$ cat config.mk
export PLATFORM = sky130hd
export DESIGN_NAME = mem_port_arbiter
export DESIGN_NICKNAME = d
export VERILOG_FILES = /design/src/rtl/mem_port_arbiter.sv
export SDC_FILE = /design/constraint.sdc
export NUM_CORES = 1
export LEC_CHECK = 0
export ABC_AREA = 1
export BUFFER_PORTS_ARGS = -buffer_cell sky130_fd_sc_hd__clkbuf_2
export CORE_UTILIZATION = 47
export DETAILED_ROUTE_END_ITERATION = 12
export GPL_TIMING_DRIVEN = 0
export PLACE_DENSITY = 0.8
export SYNTH_ARGS = -nofsm -noshare
export SYNTH_HDL_FRONTEND = slang
export SYNTH_SLANG_ARGS = --single-unit
$ cat constraint.sdc
create_clock -name clk -period 2.1 [get_ports clk]
set_input_delay 0.315 -clock clk [delete_from_list [all_inputs] [get_ports clk]]
set_output_delay 0.315 -clock clk [all_outputs]
set_load 0.03 [all_outputs]
$ cat src/rtl/mem_port_arbiter.sv
// Memory-side responder for the pipeline stall handshake: arbitrates the fetch and
// data ports onto one variable-latency backing bus and holds each result until advance.
module mem_port_arbiter #(
    parameter int AW      = 32,
    parameter int DW      = 32,
    parameter int TIMEOUT = 255
) (
    input  logic            clk,
    input  logic            reset,
    input  logic            req1,
    input  logic [AW-1:0]   addr1,
    output logic [DW-1:0]   rdata1,
    output logic            memValid1,
    input  logic            req2,
    input  logic            we2,
    input  logic [AW-1:0]   addr2,
    input  logic [DW-1:0]   wdata2,
    input  logic [DW/8-1:0] be2,
    output logic [DW-1:0]   rdata2,
    output logic            memValid2,
    output logic            bus_req,
    output logic            bus_we,
    output logic [AW-1:0]   bus_addr,
    output logic [DW-1:0]   bus_wdata,
    output logic [DW/8-1:0] bus_be,
    input  logic            bus_ack,
    input  logic [DW-1:0]   bus_rdata,
    output logic            bus_err
);

    localparam int BW = DW / 8;
    // Count value during the last permitted wait cycle; the counter clears on bus entry.
    localparam logic [7:0] WAIT_LAST = 8'(TIMEOUT - 1);

    typedef enum logic [1:0] {
        ST_IDLE  = 2'd0,
        ST_BUS_D = 2'd1,
        ST_BUS_I = 2'd2
    } state_t;

    state_t          state_r;
    state_t          state_nxt_s;
    logic            done1_r;
    logic            done2_r;
    logic [7:0]      wait_cnt_r;
    logic [DW-1:0]   rdata1_r;
    logic [DW-1:0]   rdata2_r;
    logic            bus_req_r;
    logic            bus_we_r;
    logic [AW-1:0]   bus_addr_r;
    logic [DW-1:0]   bus_wdata_r;
    logic [BW-1:0]   bus_be_r;
    logic            bus_err_r;
    logic            issue_d_s;
    logic            issue_i_s;
    logic            finish_s;
    logic            timeout_s;
    logic            advance_s;
    logic            mem_valid1_s;
    logic            mem_valid2_s;

    assign mem_valid1_s = ~req1 | done1_r;
    assign mem_valid2_s = ~req2 | done2_r;
    assign advance_s    = mem_valid1_s & mem_valid2_s;

    assign memValid1 = mem_valid1_s;
    assign memValid2 = mem_valid2_s;
    assign rdata1    = rdata1_r;
    assign rdata2    = rdata2_r;
    assign bus_req   = bus_req_r;
    assign bus_we    = bus_we_r;
    assign bus_addr  = bus_addr_r;
    assign bus_wdata = bus_wdata_r;
    assign bus_be    = bus_be_r;
    assign bus_err   = bus_err_r;

    // FSM state register
    always_ff @(posedge clk or negedge reset) begin
        if (!reset) begin
            state_r <= ST_IDLE;
        end else begin
            state_r <= state_nxt_s;
        end
    end

    // Next-state and control strobes; the data port wins because it holds the older instruction
    always_comb begin
        state_nxt_s = state_r;
        issue_d_s   = 1'b0;
        issue_i_s   = 1'b0;
        finish_s    = 1'b0;
        timeout_s   = 1'b0;
        case (state_r)
            ST_IDLE: begin
                if (req2 && !done2_r) begin
                    state_nxt_s = ST_BUS_D;
                    issue_d_s   = 1'b1;
                end else if (req1 && !done1_r) begin
                    state_nxt_s = ST_BUS_I;
                    issue_i_s   = 1'b1;
                end else begin
                    state_nxt_s = ST_IDLE;
                end
            end
            ST_BUS_D, ST_BUS_I: begin
                if (bus_ack) begin
                    finish_s    = 1'b1;
                    state_nxt_s = ST_IDLE;
                end else if (wait_cnt_r == WAIT_LAST) begin
                    finish_s    = 1'b1;
                    timeout_s   = 1'b1;
                    state_nxt_s = ST_IDLE;
                end else begin
                    state_nxt_s = state_r;
                end
            end
            default: begin
                state_nxt_s = ST_IDLE;
            end
        endcase
    end

    // Backing-bus request registers and timeout pulse
    always_ff @(posedge clk or negedge reset) begin
        if (!reset) begin
            bus_req_r   <= 1'b0;
            bus_we_r    <= 1'b0;
            bus_addr_r  <= {AW{1'b0}};
            bus_wdata_r <= {DW{1'b0}};
            bus_be_r    <= {BW{1'b0}};
            bus_err_r   <= 1'b0;
        end else begin
            bus_err_r <= timeout_s;
            if (issue_d_s) begin
                bus_req_r   <= 1'b1;
                bus_we_r    <= we2;
                bus_addr_r  <= addr2;
                bus_wdata_r <= wdata2;
                bus_be_r    <= we2 ? be2 : {BW{1'b1}};
            end else if (issue_i_s) begin
                bus_req_r   <= 1'b1;
                bus_we_r    <= 1'b0;
                bus_addr_r  <= addr1;
                bus_wdata_r <= {DW{1'b0}};
                bus_be_r    <= {BW{1'b1}};
            end else if (finish_s) begin
                bus_req_r <= 1'b0;
            end
        end
    end

    // Bus wait counter
    always_ff @(posedge clk or negedge reset) begin
        if (!reset) begin
            wait_cnt_r <= 8'd0;
        end else if (issue_d_s || issue_i_s) begin
            wait_cnt_r <= 8'd0;
        end else if ((state_r != ST_IDLE) && !finish_s) begin
            wait_cnt_r <= wait_cnt_r + 8'd1;
        end
    end

    // Completion flags and result capture; a port that dropped its request discards the result
    always_ff @(posedge clk or negedge reset) begin
        if (!reset) begin
            done1_r  <= 1'b0;
            done2_r  <= 1'b0;
            rdata1_r <= {DW{1'b0}};
            rdata2_r <= {DW{1'b0}};
        end else begin
            if (advance_s) begin
                done1_r <= 1'b0;
                done2_r <= 1'b0;
            end
            if (finish_s && (state_r == ST_BUS_I) && req1) begin
                done1_r  <= 1'b1;
                rdata1_r <= timeout_s ? {DW{1'b0}} : bus_rdata;
            end
            if (finish_s && (state_r == ST_BUS_D) && req2) begin
                done2_r <= 1'b1;
                if (!bus_we_r) begin
                    rdata2_r <= timeout_s ? {DW{1'b0}} : bus_rdata;
                end
            end
        end
    end

endmodule

# Word-level counts from Yosys, hierarchy flattened
# Index checks and enable logic that the tools add are counted.
[op_classes] n_addsub=1 n_eq_ne=4 muxes=33 n_bitwise=6 reduce_logical=20
[op_table] operator="32-bit two-way mux" count=5
[op_table] operator="1-bit two-way mux" count=18
[op_table] operator="8-bit two-way mux" count=2
[op_table] operator="4-bit two-way mux" count=3
[op_table] operator="2-bit nonzero test" count=5
[op_table] operator="8-bit by 1-bit adder with 8-bit output, second input constant" count=1
[op_table] operator="8-bit == test, second input constant" count=1
[op_table] operator="2-bit two-way mux" count=4
[op_table] operator="1-bit logical AND" count=7
[op_table] operator="2-bit one-hot mux with 2 select lines" count=1
[op_table] operator="1-bit logical NOT" count=3
[op_table] operator="3-bit != test, second input constant" count=1
[op_table] operator="1-bit NOT" count=3
[op_table] operator="3-bit nonzero test" count=1
[op_table] operator="2-bit by 1-bit == test with 1-bit output, second input constant" count=1
[op_table] operator="2-bit == test, second input constant" count=1
[op_table] operator="2-bit logical NOT" count=1
[op_table] operator="1-bit bitwise OR" count=2
[op_table] operator="2-bit AND reduction" count=1
[op_table] operator="2-bit OR reduction" count=1
[op_table] operator="1-bit AND" count=1
[op_table] operator="1-bit logical OR" count=1
[totals] reg_bits=147 in_bits=138 out_inout_bits=137

# Longest topological paths before layout
[logic_depth] depth_word=8 depth_mapped=11

# Worst setup path after synthesis
# Ideal clock, no wire load.
[synth_path] path_type="flip-flop to flip-flop" startpoint="reg done2_r" endpoint="reg bus_addr_r[18] (netlist: bus_addr[18])" setup_ns=0.126 arrival_ns=1.536 setup_slack_ns=0.437 path_stages_with_launch=11 path_buffers=2 path_cell_list="dfrtp_1 > inv_1 > nand2_1 > inv_1 > nand2_2 > nand2_1 > inv_2 > buf_4 > buf_2 > nand2_1 > o21ai_0"
[synth_via] elab_chain_len=5 elab_cells_between_ends=8
[synth_rtl] item="start: declaration" line="44" rtl="logic done2_r;"
[synth_rtl] item="start signal: assignment" line="167" rtl="done2_r <= 1'b0;"
[synth_rtl] item="start signal: assignment" line="173" rtl="done2_r <= 1'b0;"
[synth_rtl] item="start signal: assignment" line="180" rtl="done2_r <= 1'b1;"
[synth_rtl] item="1-bit logical NOT *" line="95" rtl="if (req2 && !done2_r) begin"
[synth_rtl] item="1-bit logical AND *" line="95"
[synth_rtl] item="1-bit two-way mux" line="95"
[synth_rtl] item="1-bit two-way mux" line="93" rtl="case (state_r)"
[synth_rtl] item="32-bit two-way mux or 2-bit nonzero test (tied branches)"
[synth_rtl] item="end signal: assignment" line="128" rtl="bus_addr_r <= {AW{1'b0}};"
[synth_rtl] item="end signal: assignment" line="137" rtl="bus_addr_r <= addr2;"
[synth_rtl] item="end signal: assignment" line="143" rtl="bus_addr_r <= addr1;"
[synth_rtl] item="end: declaration" line="50" rtl="logic [AW-1:0] bus_addr_r;"
# Every way passes the cells marked *; elsewhere a longest branch is shown, timed or not.
# A chain may end at the register's enable or synchronous reset.

# Worst setup path after layout
[layout_path] startpoint="reg wait_cnt_r[0]" endpoint="reg rdata2_r[6] (netlist: rdata2[6])"
[layout_via] elab_chain_len=7 elab_cells_between_ends=10
[layout_rtl] item="start: declaration" line="45" rtl="logic [7:0] wait_cnt_r;"
[layout_rtl] item="start signal: assignment" line="159" rtl="wait_cnt_r <= wait_cnt_r + 8'd1;"
[layout_rtl] item="8-bit == test *" line="109" rtl="end else if (wait_cnt_r == WAIT_LAST) begin"
[layout_rtl] item="1-bit two-way mux *" line="109"
[layout_rtl] item="1-bit two-way mux" line="106" rtl="if (bus_ack) begin"
[layout_rtl] item="1-bit two-way mux" line="93"
[layout_rtl] item="1-bit logical AND (2 in a row)" line="179" rtl="if (finish_s && (state_r == ST_BUS_D) && req2) begin"
[layout_rtl] item="2-bit AND reduction (no source line)"
[layout_rtl] item="end signal: assignment" line="169" rtl="rdata2_r <= {DW{1'b0}};"
[layout_rtl] item="end signal: assignment" line="182" rtl="rdata2_r <= timeout_s ? {DW{1'b0}} : bus_rdata;"
[layout_rtl] item="end: declaration" line="47" rtl="logic [DW-1:0] rdata2_r;"
# Marked as above.

==> run summary <==
PLACE
-------------------------------------------------------------------------------------
Post-place setup slack                                                       -52.0 ps
IO Port Bufs                                                                      274
Detailed-placement wirelength estimate                                       13000 um
Placer congestion estimate                                                      0.851

SETUP PATH
-------------------------------------------------------------------------------------
Crit path max fanout                                                               10
Slowest library cell on the worst path                                   sky130_fd_sc_hd__dfrtp_1
Critical-path cell list                                                  inv_1, ha_1, inv_1, nor2_1, nand4_1, clkbuf_2, nand2_1, inv_1, nand2_1, nand2_1
Critical path data required time                                              2410 ps
Critical path endpoint category                                              register
Buf/Inv on CP                                                                       4
CP peak stage delay                                                            400 ps
Number of stages on the worst setup path                                           10
Data arrival time of the worst path                                           2260 ps
Minimum setup slack among reg-to-reg paths                                     150 ps
Worst Reg2Reg Path Length in Cells                                                 10
Cell family with the largest share of critical-path delay                simple AND/OR/NAND/NOR gates
Nature of the critical path startpoint                                       register
Kind of critical path                                                    register to register

TIMING
-------------------------------------------------------------------------------------
Slew of the pin with the lowest slew margin                                    605 ps
Setup Viol. Count Final                                                             0
Final Hold Fails                                                                    0
Clock skew after layout                                                       8.44 ps
Slew Limit Headroom                                                             59.7%
Final period demand of the worst path                                         1950 ps
Sum of negative setup slack                                                      0 ps
Unrepaired setup endpoints after global routing                                    no
Fmax achieved                                                                 512 MHz
Max-slew violation total from the final report                                      0
Final period utilization                                                        93.0%
Final worst-path setup slack                                                   147 ps
Post-route worst hold slack                                                    118 ps

ROUTE
-------------------------------------------------------------------------------------
Wirelength per Cell                                                           15.4 um
Via density per instance                                                         5.02
Number of DRC markers in iteration 0                                              379
Number of vias in the routed layout                                              5842
Total Routed Length                                                          17900 um
Number of DRC violations after detailed routing                                     0
Antenna Violating Nets Remaining                                                    0
DRT Pass-1 Iters                                                                    4

YOSYS
-------------------------------------------------------------------------------------
Total nets after synthesis                                                        826
Cells after synthesis                                                             683
Post-synthesis area per instance                                            9.14 um^2
Mapped Area                                                              0.00625 mm^2
Count of distinct cell types in the synthesized netlist                            27
Flip-flop and latch count after synthesis                                         147
Total number of yosys warnings                                                      0
Sequential area share after synthesis                                           58.9%

DIE
-------------------------------------------------------------------------------------
Die Area                                                                  0.0138 mm^2
Rows                                                                               41
Initial standard-cell utilization of the core                                   48.9%
Die X                                                                          117 um
I/O pin total                                                                     275
Height of the die                                                              117 um
Core area                                                                 0.0128 mm^2

CLOCK NETWORK
-------------------------------------------------------------------------------------
CTS sink count                                                                    147
Number of buffers inserted during clock tree synthesis                             17
Number of levels the H-tree was split into                                          4
Post-CTS setup buffer count                                                         0
Clock-pin slew of the registers on the worst-case setup and hold paths          60 ps
Maximum clock path buffer count                                                     2
Clock root buffer                                                        sky130_fd_sc_hd__clkbuf_16
Clock latency reported for the late side of the worst-skew pair                420 ps
Clock tree from TritonCTS                                                       built

GLOBAL ROUTE
-------------------------------------------------------------------------------------
Antenna violations before repair                                                    2
Overflow left after global routing                                                  0
First-pass GRT wire length                                                   26800 um
Vias in the first global route                                                   5493
Overall fraction of global-route tracks in use                                  25.8%
Pin count of the biggest net entering global routing                               76

FINAL LAYOUT
-------------------------------------------------------------------------------------
Util after Layout                                                               66.3%
Most common cell after layout, fill and taps aside                       sky130_fd_sc_hd__clkbuf_2
Layout overhead on the synthesized area                                         35.6%
Share of layout cells above drive strength 1                                    36.0%
Net count reported at finish                                                     1120
Commonest non-fill, non-tap cells in the layout                          sky130_fd_sc_hd__clkbuf_2 (277), sky130_fd_sc_hd__nand2_1 (230), sky130_fd_sc_hd__dfrtp_1 (147), sky130_fd_sc_hd__inv_1 (54), sky130_fd_sc_hd__o21ai_0 (39)

JOB
-------------------------------------------------------------------------------------
MaxCap Viol Count                                                                   0

POWER
-------------------------------------------------------------------------------------
Switching power summed over all nets                                          6.46 mW
Sequential fraction of design power                                             34.0%
Internal power contribution                                                   7.66 mW
Clk network pwr share                                                           20.9%
Share of total power in combinational logic                                     45.2%
Max VDD drop                                                                 0.966 mV
Switching Fraction                                                              45.7%
Total power draw                                                              14.1 mW
Areal power density over the cells                                       1670 mW/mm^2
Lkg Pwr                                                                       4.83 nW

STATUS
-------------------------------------------------------------------------------------
Result of the run                                                        finished, final reports clean

WORST HOLD PATH
-------------------------------------------------------------------------------------
Tightest Hold Check Type                                                 primary input to register
Worst hold path stage count                                                         2

[logic make-up after synthesis]
family / Yosys count / share of synthesized area (%)
compound gates: 140 / 14.1
simple gates: 298 / 19.1
xor+xnor: 1 / 0.140
fa+ha+maj: 5 / 1.00
buf+inv: 92 / 6.81
flops: 147 / 58.9
[worst paths after layout]
path / startpoint / endpoint
max in group asynchronous: reset / rdata1[26]
worst min register to register: bus_req / bus_req
min in group asynchronous: reset / rdata1[4]
worst min-delay path: be2[2] / bus_be[2]
worst max-delay path: wait_cnt_r[0] / rdata2[6]
worst max register to register: wait_cnt_r[0] / rdata2[6]
[synth_stat cells]
cell	count	area, um^2
sky130_fd_sc_hd__nor3_1	2	10.0
sky130_fd_sc_hd__dfrtp_1	147	3680
sky130_fd_sc_hd__o22a_1	4	35.0
sky130_fd_sc_hd__xor2_1	1	8.76
sky130_fd_sc_hd__nor2_2	1	6.26
sky130_fd_sc_hd__a22o_1	32	280
sky130_fd_sc_hd__nor2_1	37	139
sky130_fd_sc_hd__o21ai_2	10	87.6
sky130_fd_sc_hd__inv_2	1	3.75
sky130_fd_sc_hd__ha_1	5	62.6
sky130_fd_sc_hd__o21ai_1	20	100
sky130_fd_sc_hd__nand3_1	12	60.1
sky130_fd_sc_hd__nor2_4	1	11.3
sky130_fd_sc_hd__o21ai_0	39	195
sky130_fd_sc_hd__a21oi_1	33	165
sky130_fd_sc_hd__nand2_2	5	31.3
sky130_fd_sc_hd__buf_6	5	56.3
sky130_fd_sc_hd__nand3_2	1	10.0
sky130_fd_sc_hd__nand4_1	6	37.5
sky130_fd_sc_hd__clkbuf_1	14	52.6
sky130_fd_sc_hd__buf_2	10	50.1
sky130_fd_sc_hd__nand2_1	231	867
sky130_fd_sc_hd__nand4_2	1	12.5
sky130_fd_sc_hd__o21bai_1	2	15.0
sky130_fd_sc_hd__buf_4	8	60.1
sky130_fd_sc_hd__inv_1	54	203
sky130_fd_sc_hd__nand3b_1	1	7.51
[worst reg2reg max path: cells and delay by family, from the launching register on]
family / cells / cell delay [ps]
adders and majority gates: 1 / 160
buffers and inverters: 4 / 530
DFF: 1 / 400
and+or+nand+nor: 5 / 760
[per-layer routing]
| metal | wire, um | GRT usage, % | up-vias |
|---|---|---|---|
| li1 | - | - | 2797 |
| met2 | 9070 | 44.2 | 241 |
| met5 | 0 | 0 | - |
| met4 | 397 | 10.5 | 0 |
| met3 | 1300 | 7.00 | 26 |
| met1 | 7110 | 30.7 | 2778 |
[registers in the layout, indices dropped and copies added, names as in the netlist]
| register | cells |
|---|---|
| state_r | 2 |
| bus_wdata | 32 |
| rdata2 | 32 |
| wait_cnt_r | 8 |
| bus_err | 1 |
| bus_be | 4 |
| bus_we | 1 |
| bus_req | 1 |
| done2_r | 1 |
| bus_addr | 32 |
| done1_r | 1 |
| rdata1 | 32 |
[timing repair]
item                                    CTS  global route
hold buffers                              1             0
cloned                                    0             0
resized for setup                         1             8
endpoints found under the hold margin    72             0
endpoints found under the setup margin    8            53
[cell type report]
cell class / count / area [um^2]
antenna: 2 / 5.00
clock buffer: 18 / 439
inverter: 55 / 206
multi-input combinational: 444 / 2150
buffer: 36 / 220
fill: 1016 / 4310
tap: 172 / 215
timing repair buffer: 276 / 1420
sequential: 147 / 3680
clock inverter: 14 / 138
[through the flow]
stage / cell area (um^2) / instances
2_1_floorplan: 6250 / 683
3_3_place_gp: 7830 / 1129
3_5_place_dp: 7870 / 1130
4_1_cts: 8460 / 1163
5_1_grt: 8470 / 1164
6_report: 8470 / 1164
[power groups by stage]
| stage | registers (mW) | clock network [mW] | logic (mW) |
|---|---|---|---|
| finish | 4.79 | 2.95 | 6.38 |
| global route | 4.94 | 3.12 | 6.92 |
| CTS | 4.78 | 3.00 | 6.43 |
| detailed placement | 4.78 | 0 | 6.40 |
| global placement | 4.77 | 0 | 6.26 |
| floorplan | 7.10 | 0 | 1.94 |
Power figures use the tool's default switching activity.
